**config.mk**
```make
export PLATFORM = sky130hd
export DESIGN_NAME = execute_writeback_history_flat
export DESIGN_NICKNAME = d
export VERILOG_FILES = /design/src/rtl/execute_writeback_history_pkg.sv /design/src/rtl/execute_writeback_history_if.sv /design/src/rtl/execute_writeback_history_slot.sv /design/src/rtl/execute_writeback_history.sv /design/src/flat_wrapper.sv
export SDC_FILE = /design/constraint.sdc
export NUM_CORES = 1
export LEC_CHECK = 0
export BUFFER_PORTS_ARGS = -buffer_cell sky130_fd_sc_hd__buf_2
export CAP_MARGIN = 20
export CORE_ASPECT_RATIO = 0.9
export CORE_MARGIN = 2
export CORE_UTILIZATION = 33
export CTS_CLUSTER_DIAMETER = 80
export DETAILED_ROUTE_END_ITERATION = 16
export PLACE_DENSITY = 0.61
export SYNTH_ARGS = -nofsm -noshare
export SYNTH_HDL_FRONTEND = slang
export SYNTH_SLANG_ARGS = --single-unit
```
**constraint.sdc**
```tcl
create_clock -name iCLOCK -period 2.1 [get_ports iCLOCK]
set_clock_uncertainty 0.05 [all_clocks]
set_input_delay 0.21 -clock iCLOCK [delete_from_list [all_inputs] [get_ports iCLOCK]]
set_output_delay 0.21 -clock iCLOCK [all_outputs]
set_load 0.01 [all_outputs]
```
**src/rtl/execute_writeback_history_pkg.sv**
```systemverilog
// Shared writeback record types for the execute writeback history.
// Used by the history top, its slot register and the interface.
package execute_wb_pkg;

  typedef struct packed {
    logic        valid;
    logic [31:0] data;
    logic [4:0]  dest;
    logic        sysreg;
  } wb_gr_t;

  typedef struct packed {
    logic        valid;
    logic [31:0] data;
  } wb_spr_t;

  typedef struct packed {
    logic        valid;
    logic [63:0] data;
  } wb_frcr_t;

  typedef struct packed {
    wb_gr_t   gr;
    wb_spr_t  spr;
    wb_frcr_t frcr;
  } wb_set_t;

  function automatic wb_set_t wb_clear_valid(input wb_set_t s);
    wb_set_t r;
    r            = s;
    r.gr.valid   = 1'b0;
    r.spr.valid  = 1'b0;
    r.frcr.valid = 1'b0;
    return r;
  endfunction

endpackage

```
**src/rtl/execute_writeback_history_if.sv**
```systemverilog
// Execute-to-writeback history bus; slave = history block, master = driver/consumer.
// Optional retire counter port present when MIST32_WB_HISTORY_COUNT_EN is defined.
interface execute_writeback_history_if;
  logic        iFLUSH;
  logic        iSTALL;
  logic        iEXE_VALID;
  logic        iEXE_GR_VALID;
  logic [31:0] iEXE_GR_DATA;
  logic [4:0]  iEXE_GR_DEST;
  logic        iEXE_GR_DEST_SYSREG;
  logic        iEXE_SPR_VALID;
  logic [31:0] iEXE_SPR_DATA;
  logic        iEXE_FRCR_VALID;
  logic [63:0] iEXE_FRCR_DATA;

  logic        oWB_GR_VALID;
  logic [31:0] oWB_GR_DATA;
  logic [4:0]  oWB_GR_DEST;
  logic        oWB_GR_DEST_SYSREG;
  logic        oWB_SPR_VALID;
  logic [31:0] oWB_SPR_DATA;
  logic        oWB_FRCR_VALID;
  logic [63:0] oWB_FRCR_DATA;

  logic        oPREV_WB_GR_VALID;
  logic [31:0] oPREV_WB_GR_DATA;
  logic [4:0]  oPREV_WB_GR_DEST;
  logic        oPREV_WB_GR_DEST_SYSREG;
  logic        oPREV_WB_SPR_VALID;
  logic [31:0] oPREV_WB_SPR_DATA;
  logic        oPREV_WB_FRCR_VALID;
  logic [63:0] oPREV_WB_FRCR_DATA;

  logic [31:0] oSPR_LATEST;
`ifdef MIST32_WB_HISTORY_COUNT_EN
  logic [31:0] oWB_RETIRE_COUNT;
`endif

  modport slave (
    input  iFLUSH, iSTALL, iEXE_VALID,
    input  iEXE_GR_VALID, iEXE_GR_DATA, iEXE_GR_DEST, iEXE_GR_DEST_SYSREG,
    input  iEXE_SPR_VALID, iEXE_SPR_DATA, iEXE_FRCR_VALID, iEXE_FRCR_DATA,
    output oWB_GR_VALID, oWB_GR_DATA, oWB_GR_DEST, oWB_GR_DEST_SYSREG,
    output oWB_SPR_VALID, oWB_SPR_DATA, oWB_FRCR_VALID, oWB_FRCR_DATA,
    output oPREV_WB_GR_VALID, oPREV_WB_GR_DATA, oPREV_WB_GR_DEST, oPREV_WB_GR_DEST_SYSREG,
    output oPREV_WB_SPR_VALID, oPREV_WB_SPR_DATA, oPREV_WB_FRCR_VALID, oPREV_WB_FRCR_DATA,
`ifdef MIST32_WB_HISTORY_COUNT_EN
    output oWB_RETIRE_COUNT,
`endif
    output oSPR_LATEST
  );

  modport master (
    output iFLUSH, iSTALL, iEXE_VALID,
    output iEXE_GR_VALID, iEXE_GR_DATA, iEXE_GR_DEST, iEXE_GR_DEST_SYSREG,
    output iEXE_SPR_VALID, iEXE_SPR_DATA, iEXE_FRCR_VALID, iEXE_FRCR_DATA,
    input  oWB_GR_VALID, oWB_GR_DATA, oWB_GR_DEST, oWB_GR_DEST_SYSREG,
    input  oWB_SPR_VALID, oWB_SPR_DATA, oWB_FRCR_VALID, oWB_FRCR_DATA,
    input  oPREV_WB_GR_VALID, oPREV_WB_GR_DATA, oPREV_WB_GR_DEST, oPREV_WB_GR_DEST_SYSREG,
    input  oPREV_WB_SPR_VALID, oPREV_WB_SPR_DATA, oPREV_WB_FRCR_VALID, oPREV_WB_FRCR_DATA,
`ifdef MIST32_WB_HISTORY_COUNT_EN
    input  oWB_RETIRE_COUNT,
`endif
    input  oSPR_LATEST
  );
endinterface

```
**src/rtl/execute_writeback_history_slot.sv**
```systemverilog
// One writeback history slot: a wb_set_t register with load, clear-valid and hold.
// Clearing valids keeps the data fields so a flush never disturbs payloads.
module execute_wb_slot
  import execute_wb_pkg::*;
(
  input  logic    iCLOCK,
  input  logic    inRESET,
  input  logic    load,
  input  logic    clear_valid,
  input  wb_set_t d,
  output wb_set_t q
);

  always_ff @(posedge iCLOCK) begin
    if (!inRESET)
      q <= '0;
    else if (clear_valid)
      q <= wb_clear_valid(q);
    else if (load)
      q <= d;
  end

endmodule

```
**src/rtl/execute_writeback_history.sv**
```systemverilog
// Two-deep execute writeback history (current/previous) plus sticky latest SPR.
// Define MIST32_WB_HISTORY_COUNT_EN to add the oWB_RETIRE_COUNT retire counter.
module execute_writeback_history
  import execute_wb_pkg::*;
#(
  parameter logic [31:0] SPR_RESET = 32'h0000_0000
)(
  input  logic                           iCLOCK,
  input  logic                           inRESET,
  execute_writeback_history_if.slave     wb
);

  wb_set_t exe_set;
  wb_set_t cur_q;
  wb_set_t prev_q;
  logic    advance;
  logic [31:0] spr_latest_q;

  assign advance = !wb.iFLUSH && !wb.iSTALL;

  // Payloads are captured unconditionally; only the valids are gated by retire.
  always_comb begin
    exe_set             = '0;
    exe_set.gr.valid    = wb.iEXE_VALID & wb.iEXE_GR_VALID;
    exe_set.gr.data     = wb.iEXE_GR_DATA;
    exe_set.gr.dest     = wb.iEXE_GR_DEST;
    exe_set.gr.sysreg   = wb.iEXE_GR_DEST_SYSREG;
    exe_set.spr.valid   = wb.iEXE_VALID & wb.iEXE_SPR_VALID;
    exe_set.spr.data    = wb.iEXE_SPR_DATA;
    exe_set.frcr.valid  = wb.iEXE_VALID & wb.iEXE_FRCR_VALID;
    exe_set.frcr.data   = wb.iEXE_FRCR_DATA;
  end

  execute_wb_slot u_cur (
    .iCLOCK      (iCLOCK),
    .inRESET     (inRESET),
    .load        (advance),
    .clear_valid (wb.iFLUSH),
    .d           (exe_set),
    .q           (cur_q)
  );

  execute_wb_slot u_prev (
    .iCLOCK      (iCLOCK),
    .inRESET     (inRESET),
    .load        (advance),
    .clear_valid (wb.iFLUSH),
    .d           (cur_q),
    .q           (prev_q)
  );

  always_ff @(posedge iCLOCK) begin
    if (!inRESET)
      spr_latest_q <= SPR_RESET;
    else if (advance && exe_set.spr.valid)
      spr_latest_q <= wb.iEXE_SPR_DATA;
  end

`ifdef MIST32_WB_HISTORY_COUNT_EN
  logic [31:0] retire_count_q;

  always_ff @(posedge iCLOCK) begin
    if (!inRESET)
      retire_count_q <= '0;
    else if (advance && wb.iEXE_VALID)
      retire_count_q <= retire_count_q + 32'd1;
  end

  assign wb.oWB_RETIRE_COUNT = retire_count_q;
`endif

  assign wb.oWB_GR_VALID            = cur_q.gr.valid;
  assign wb.oWB_GR_DATA             = cur_q.gr.data;
  assign wb.oWB_GR_DEST             = cur_q.gr.dest;
  assign wb.oWB_GR_DEST_SYSREG      = cur_q.gr.sysreg;
  assign wb.oWB_SPR_VALID           = cur_q.spr.valid;
  assign wb.oWB_SPR_DATA            = cur_q.spr.data;
  assign wb.oWB_FRCR_VALID          = cur_q.frcr.valid;
  assign wb.oWB_FRCR_DATA           = cur_q.frcr.data;

  assign wb.oPREV_WB_GR_VALID       = prev_q.gr.valid;
  assign wb.oPREV_WB_GR_DATA        = prev_q.gr.data;
  assign wb.oPREV_WB_GR_DEST        = prev_q.gr.dest;
  assign wb.oPREV_WB_GR_DEST_SYSREG = prev_q.gr.sysreg;
  assign wb.oPREV_WB_SPR_VALID      = prev_q.spr.valid;
  assign wb.oPREV_WB_SPR_DATA       = prev_q.spr.data;
  assign wb.oPREV_WB_FRCR_VALID     = prev_q.frcr.valid;
  assign wb.oPREV_WB_FRCR_DATA      = prev_q.frcr.data;

  assign wb.oSPR_LATEST             = spr_latest_q;

endmodule

```
**src/flat_wrapper.sv**
```systemverilog
// flat-port wrapper written by rule: the top's interface ports become plain ports
module execute_writeback_history_flat import execute_wb_pkg::*;
#(
  parameter logic [31:0] SPR_RESET = 32'h0000_0000
)
  (iCLOCK, inRESET, wb_iFLUSH, wb_iSTALL, wb_iEXE_VALID, wb_iEXE_GR_VALID, wb_iEXE_GR_DATA, wb_iEXE_GR_DEST, wb_iEXE_GR_DEST_SYSREG, wb_iEXE_SPR_VALID, wb_iEXE_SPR_DATA, wb_iEXE_FRCR_VALID, wb_iEXE_FRCR_DATA, wb_oWB_GR_VALID, wb_oWB_GR_DATA, wb_oWB_GR_DEST, wb_oWB_GR_DEST_SYSREG, wb_oWB_SPR_VALID, wb_oWB_SPR_DATA, wb_oWB_FRCR_VALID, wb_oWB_FRCR_DATA, wb_oPREV_WB_GR_VALID, wb_oPREV_WB_GR_DATA, wb_oPREV_WB_GR_DEST, wb_oPREV_WB_GR_DEST_SYSREG, wb_oPREV_WB_SPR_VALID, wb_oPREV_WB_SPR_DATA, wb_oPREV_WB_FRCR_VALID, wb_oPREV_WB_FRCR_DATA, wb_oSPR_LATEST);
  execute_writeback_history_if wb_i ();
  input  logic iCLOCK;
  input  logic inRESET;
  input wire logic [$bits(wb_i.iFLUSH)-1:0] wb_iFLUSH;
  input wire logic [$bits(wb_i.iSTALL)-1:0] wb_iSTALL;
  input wire logic [$bits(wb_i.iEXE_VALID)-1:0] wb_iEXE_VALID;
  input wire logic [$bits(wb_i.iEXE_GR_VALID)-1:0] wb_iEXE_GR_VALID;
  input wire logic [$bits(wb_i.iEXE_GR_DATA)-1:0] wb_iEXE_GR_DATA;
  input wire logic [$bits(wb_i.iEXE_GR_DEST)-1:0] wb_iEXE_GR_DEST;
  input wire logic [$bits(wb_i.iEXE_GR_DEST_SYSREG)-1:0] wb_iEXE_GR_DEST_SYSREG;
  input wire logic [$bits(wb_i.iEXE_SPR_VALID)-1:0] wb_iEXE_SPR_VALID;
  input wire logic [$bits(wb_i.iEXE_SPR_DATA)-1:0] wb_iEXE_SPR_DATA;
  input wire logic [$bits(wb_i.iEXE_FRCR_VALID)-1:0] wb_iEXE_FRCR_VALID;
  input wire logic [$bits(wb_i.iEXE_FRCR_DATA)-1:0] wb_iEXE_FRCR_DATA;
  output wire logic [$bits(wb_i.oWB_GR_VALID)-1:0] wb_oWB_GR_VALID;
  output wire logic [$bits(wb_i.oWB_GR_DATA)-1:0] wb_oWB_GR_DATA;
  output wire logic [$bits(wb_i.oWB_GR_DEST)-1:0] wb_oWB_GR_DEST;
  output wire logic [$bits(wb_i.oWB_GR_DEST_SYSREG)-1:0] wb_oWB_GR_DEST_SYSREG;
  output wire logic [$bits(wb_i.oWB_SPR_VALID)-1:0] wb_oWB_SPR_VALID;
  output wire logic [$bits(wb_i.oWB_SPR_DATA)-1:0] wb_oWB_SPR_DATA;
  output wire logic [$bits(wb_i.oWB_FRCR_VALID)-1:0] wb_oWB_FRCR_VALID;
  output wire logic [$bits(wb_i.oWB_FRCR_DATA)-1:0] wb_oWB_FRCR_DATA;
  output wire logic [$bits(wb_i.oPREV_WB_GR_VALID)-1:0] wb_oPREV_WB_GR_VALID;
  output wire logic [$bits(wb_i.oPREV_WB_GR_DATA)-1:0] wb_oPREV_WB_GR_DATA;
  output wire logic [$bits(wb_i.oPREV_WB_GR_DEST)-1:0] wb_oPREV_WB_GR_DEST;
  output wire logic [$bits(wb_i.oPREV_WB_GR_DEST_SYSREG)-1:0] wb_oPREV_WB_GR_DEST_SYSREG;
  output wire logic [$bits(wb_i.oPREV_WB_SPR_VALID)-1:0] wb_oPREV_WB_SPR_VALID;
  output wire logic [$bits(wb_i.oPREV_WB_SPR_DATA)-1:0] wb_oPREV_WB_SPR_DATA;
  output wire logic [$bits(wb_i.oPREV_WB_FRCR_VALID)-1:0] wb_oPREV_WB_FRCR_VALID;
  output wire logic [$bits(wb_i.oPREV_WB_FRCR_DATA)-1:0] wb_oPREV_WB_FRCR_DATA;
  output wire logic [$bits(wb_i.oSPR_LATEST)-1:0] wb_oSPR_LATEST;
  assign wb_i.iFLUSH = wb_iFLUSH;
  assign wb_i.iSTALL = wb_iSTALL;
  assign wb_i.iEXE_VALID = wb_iEXE_VALID;
  assign wb_i.iEXE_GR_VALID = wb_iEXE_GR_VALID;
  assign wb_i.iEXE_GR_DATA = wb_iEXE_GR_DATA;
  assign wb_i.iEXE_GR_DEST = wb_iEXE_GR_DEST;
  assign wb_i.iEXE_GR_DEST_SYSREG = wb_iEXE_GR_DEST_SYSREG;
  assign wb_i.iEXE_SPR_VALID = wb_iEXE_SPR_VALID;
  assign wb_i.iEXE_SPR_DATA = wb_iEXE_SPR_DATA;
  assign wb_i.iEXE_FRCR_VALID = wb_iEXE_FRCR_VALID;
  assign wb_i.iEXE_FRCR_DATA = wb_iEXE_FRCR_DATA;
  assign wb_oWB_GR_VALID = wb_i.oWB_GR_VALID;
  assign wb_oWB_GR_DATA = wb_i.oWB_GR_DATA;
  assign wb_oWB_GR_DEST = wb_i.oWB_GR_DEST;
  assign wb_oWB_GR_DEST_SYSREG = wb_i.oWB_GR_DEST_SYSREG;
  assign wb_oWB_SPR_VALID = wb_i.oWB_SPR_VALID;
  assign wb_oWB_SPR_DATA = wb_i.oWB_SPR_DATA;
  assign wb_oWB_FRCR_VALID = wb_i.oWB_FRCR_VALID;
  assign wb_oWB_FRCR_DATA = wb_i.oWB_FRCR_DATA;
  assign wb_oPREV_WB_GR_VALID = wb_i.oPREV_WB_GR_VALID;
  assign wb_oPREV_WB_GR_DATA = wb_i.oPREV_WB_GR_DATA;
  assign wb_oPREV_WB_GR_DEST = wb_i.oPREV_WB_GR_DEST;
  assign wb_oPREV_WB_GR_DEST_SYSREG = wb_i.oPREV_WB_GR_DEST_SYSREG;
  assign wb_oPREV_WB_SPR_VALID = wb_i.oPREV_WB_SPR_VALID;
  assign wb_oPREV_WB_SPR_DATA = wb_i.oPREV_WB_SPR_DATA;
  assign wb_oPREV_WB_FRCR_VALID = wb_i.oPREV_WB_FRCR_VALID;
  assign wb_oPREV_WB_FRCR_DATA = wb_i.oPREV_WB_FRCR_DATA;
  assign wb_oSPR_LATEST = wb_i.oSPR_LATEST;
  execute_writeback_history #(.SPR_RESET(SPR_RESET)) u_core (.iCLOCK(iCLOCK), .inRESET(inRESET), .wb(wb_i));
endmodule
```
==> summary.txt <==
Run status
  • Status: finished, final reports clean

Route
  • DR WL/cell: 16.1 µm
  • DRC: 0
  • Via count: 11939
  • Avg Vias per Cell: 4.98
  • Routed wire length: 38400 µm
  • Initial DRC Count: 803
  • DRT Pass-1 Iters: 5
  • Final ANT Viol Nets: 0

Global routing
  • Pin count of the biggest net entering global routing: 124
  • First-pass GRT wire length: 59000 µm
  • Gr usage total: 18.0%
  • GRT Residual Overflow: 0
  • Vias in the first global route: 10740
  • Antenna violations before repair: 2

Yosys
  • Post-synth top area cell: dfxtp_1
  • Syn avg cell area: 9.18 µm²
  • Register area share after synthesis: 48.2%
  • Register bit count reported by yosys: 306
  • Post-synth top area share: 48.2%
  • Gate Count Post-Synth: 1383
  • Syn Nets: 1525
  • Synth top area cells: dfxtp_1 48%, or3b_1 18%, a21oi_1 11%, o21ai_0 10%, clkbuf_1 3.6%
  • Post-synth cell types: 22
  • Syn. warnings: 0
  • Syn Std Cell Area: 12700 µm²

Worst hold path
  • HP Start: inRESET
  • WHS Endpoint: u_core.wb.oSPR_LATEST[31]$_SDFFE_PN0P_
  • Min-delay worst type: primary input to flip-flop
  • Hold Path Stages: 3

Clock network
  • Setup bufs post-CTS: 0
  • CTS sink cnt: 306
  • Post-CTS sizing: 0
  • H-Tree Depth: 2
  • Clock Tree Buf Depth: 3
  • TritonCTS Buffers: 36
  • Latest clock arrival within the worst-skew pair: 520 ps
  • CTS root buffer: clkbuf_16
  • CTS tree: done
  • Reg clk slew, reported paths: 60 ps

Worst setup path
  • R2r endpoint: u_core.wb.oSPR_LATEST[0]$_SDFFE_PN0P_
  • CP Class: primary input to flip-flop
  • Reg2Reg Setup Slack: 880 ps
  • Worst path arrival time: 2040 ps
  • Startpoint Class: primary input
  • Crit. End Element: flip-flop
  • FF-to-FF Start: u_core.wb.oSPR_LATEST[0]$_SDFFE_PN0P_
  • Reg2Reg Depth: 3
  • Crit-path max FO: 114
  • Worst Path Required: 2510 ps

Final layout
  • P&R area growth vs syn: 38.3%
  • Commonest non-fill, non-tap cells in the layout: 445 x buf_2, 306 x dfxtp_1, 270 x a21oi_1
  • Commonest non-fill, non-tap cell in the layout: buf_2
  • Share of layout cells above drive strength 1: 28.5%
  • Nets: 2022
  • Non-filler cells, final: 2395

Timing
  • Period utilisation layout: 77.6%
  • Unrepaired setup endpoints after global routing: false
  • Tmin final: 1630 ps
  • Slew at the pin closest to its max-slew limit: 662 ps
  • Total negative setup slack: 0 ps
  • Setup violators final: 0
  • Slew HR: 55.9%
  • Setup slack after layout: 470 ps
  • Final Max Tran Viols: 0
  • FMAX: 614 MHz
  • Hold Violations, Final: 0

Flow run
  • MaxCap Viol Count: 0

Die
  • Row count: 68
  • Initial Util: 33.3%
  • Core region area: 38100 µm²
  • Horiz. Die Dim: 211 µm
  • Die area: 40100 µm²
  • Num ports: 448
  • Die Ht: 190 µm

Pwr
  • Total power: 13.4 mW
  • P_leak: 7.27 nW
  • Power Density: 764 nW/µm²
  • Worst VDD drop: 0.569 mV

Placed design
  • Inst Count DP: 2197
  • I/O Buffers: 447
  • Routability congestion estimate: 0.818
  • DP Wirelength: 25700 µm
  • Worst slack, placed: 516 ps
==> repair_timing <==
item                       in CTS  in global routing
hold buffers                  135                  0
hold endpoints to repair      160                  0
setup endpoints to repair       0                  0
==> worst max path at each step <==
| stage | slack (ps) | to | startpoint |
|---|---|---|---|
| after floorplan | 760 | u_core.wb.oSPR_LATEST[10]$_SDFFE_PN0P_ | wb_iFLUSH |
| after global placement | 570 | u_core.u_cur.q[34]$_SDFFE_PN0P_ | wb_iFLUSH |
| after detailed placement | 520 | u_core.u_cur.q[117]$_SDFFE_PN0P_ | wb_iFLUSH |
| after CTS | 590 | u_core.wb.oSPR_LATEST[0]$_SDFFE_PN0P_ | wb_iFLUSH |
| after global routing | 420 | u_core.wb.oSPR_LATEST[0]$_SDFFE_PN0P_ | wb_iFLUSH |
| final | 470 | u_core.wb.oSPR_LATEST[0]$_SDFFE_PN0P_ | wb_iFLUSH |
==> cell usage after synthesis <==
cell type	instances
a21oi_1	270
buf_1	1
buf_12	3
buf_2	5
buf_4	1
buf_6	25
buf_8	2
clkbuf_1	123
dfxtp_1	306
inv_2	1
mux2i_1	35
nand2_1	66
nand2b_1	1
nand3b_1	2
nor2_1	3
nor4bb_1	1
o21a_1	1
o21ai_0	263
o21ai_1	5
o21ba_1	1
or3b_1	265
or3b_2	3
==> flip-flops by register name, summed over array words and instances (netlist names) <==
signal / flops
u_core.wb.oSPR_LATEST: 32
u_core.u_cur.q: 137
u_core.u_prev.q: 137
==> worst max-delay path, cell delays in order <==
cell	delay, ps
buf_8	220
nor4bb_4	420
buf_12	280
mux2i_1	210
dlygate4sd3_1	560
==> cell families after synthesis <==
group | Yosys count | synth area share [%]
AND/OR/NAND/NOR | 341 | 20.8
AO/OA/AOI/OAI | 540 | 21.3
multiplexers | 35 | 2.76
buffers and inverters | 161 | 6.88
flip-flops | 306 | 48.2
==> per-layer routing <==
layer  wire length (µm)  global-route usage (%)  part of all wire (%)  vias up
met1              17300                    24.1                    45     5556
met2              17600                    28.5                    46      321
met3               2420                    4.37                   6.3       75
met4               1050                    6.07                   2.7        2
met5                 13                       0                 0.034        -
li1                   -                       -                     -     5985
==> area by class of cell <==
cell class                 instances  area [µm²]
tap                              490         613
multi-input combinational        916        5710
timing repair buffer             619        3970
sequential                       306        6130
fill                            3641       20600
clock buffer                      49        1010
clock inverter                    13         106
inverter                           1        11.3
antenna                            1        2.50
==> stage by stage <==
stage	instance area, µm²	utilization [%]	hold slack [ps]
2_1_floorplan	12700	-	302
3_3_place_gp	15100	39.6	389
3_5_place_dp	15100	39.6	393
4_1_cts	17600	46.1	0.145
5_1_grt	17600	46.1	4.99
6_report	17600	46.1	27.5
==> power by group <==
group          internal [mW]  total, mW  leakage, nW  switching, mW
clock network           3.50       5.93        0.549           2.43
registers               5.98       6.08         2.49          0.101
logic                  0.638       1.39         4.23          0.754
Power figures use the tool's default switching activity.
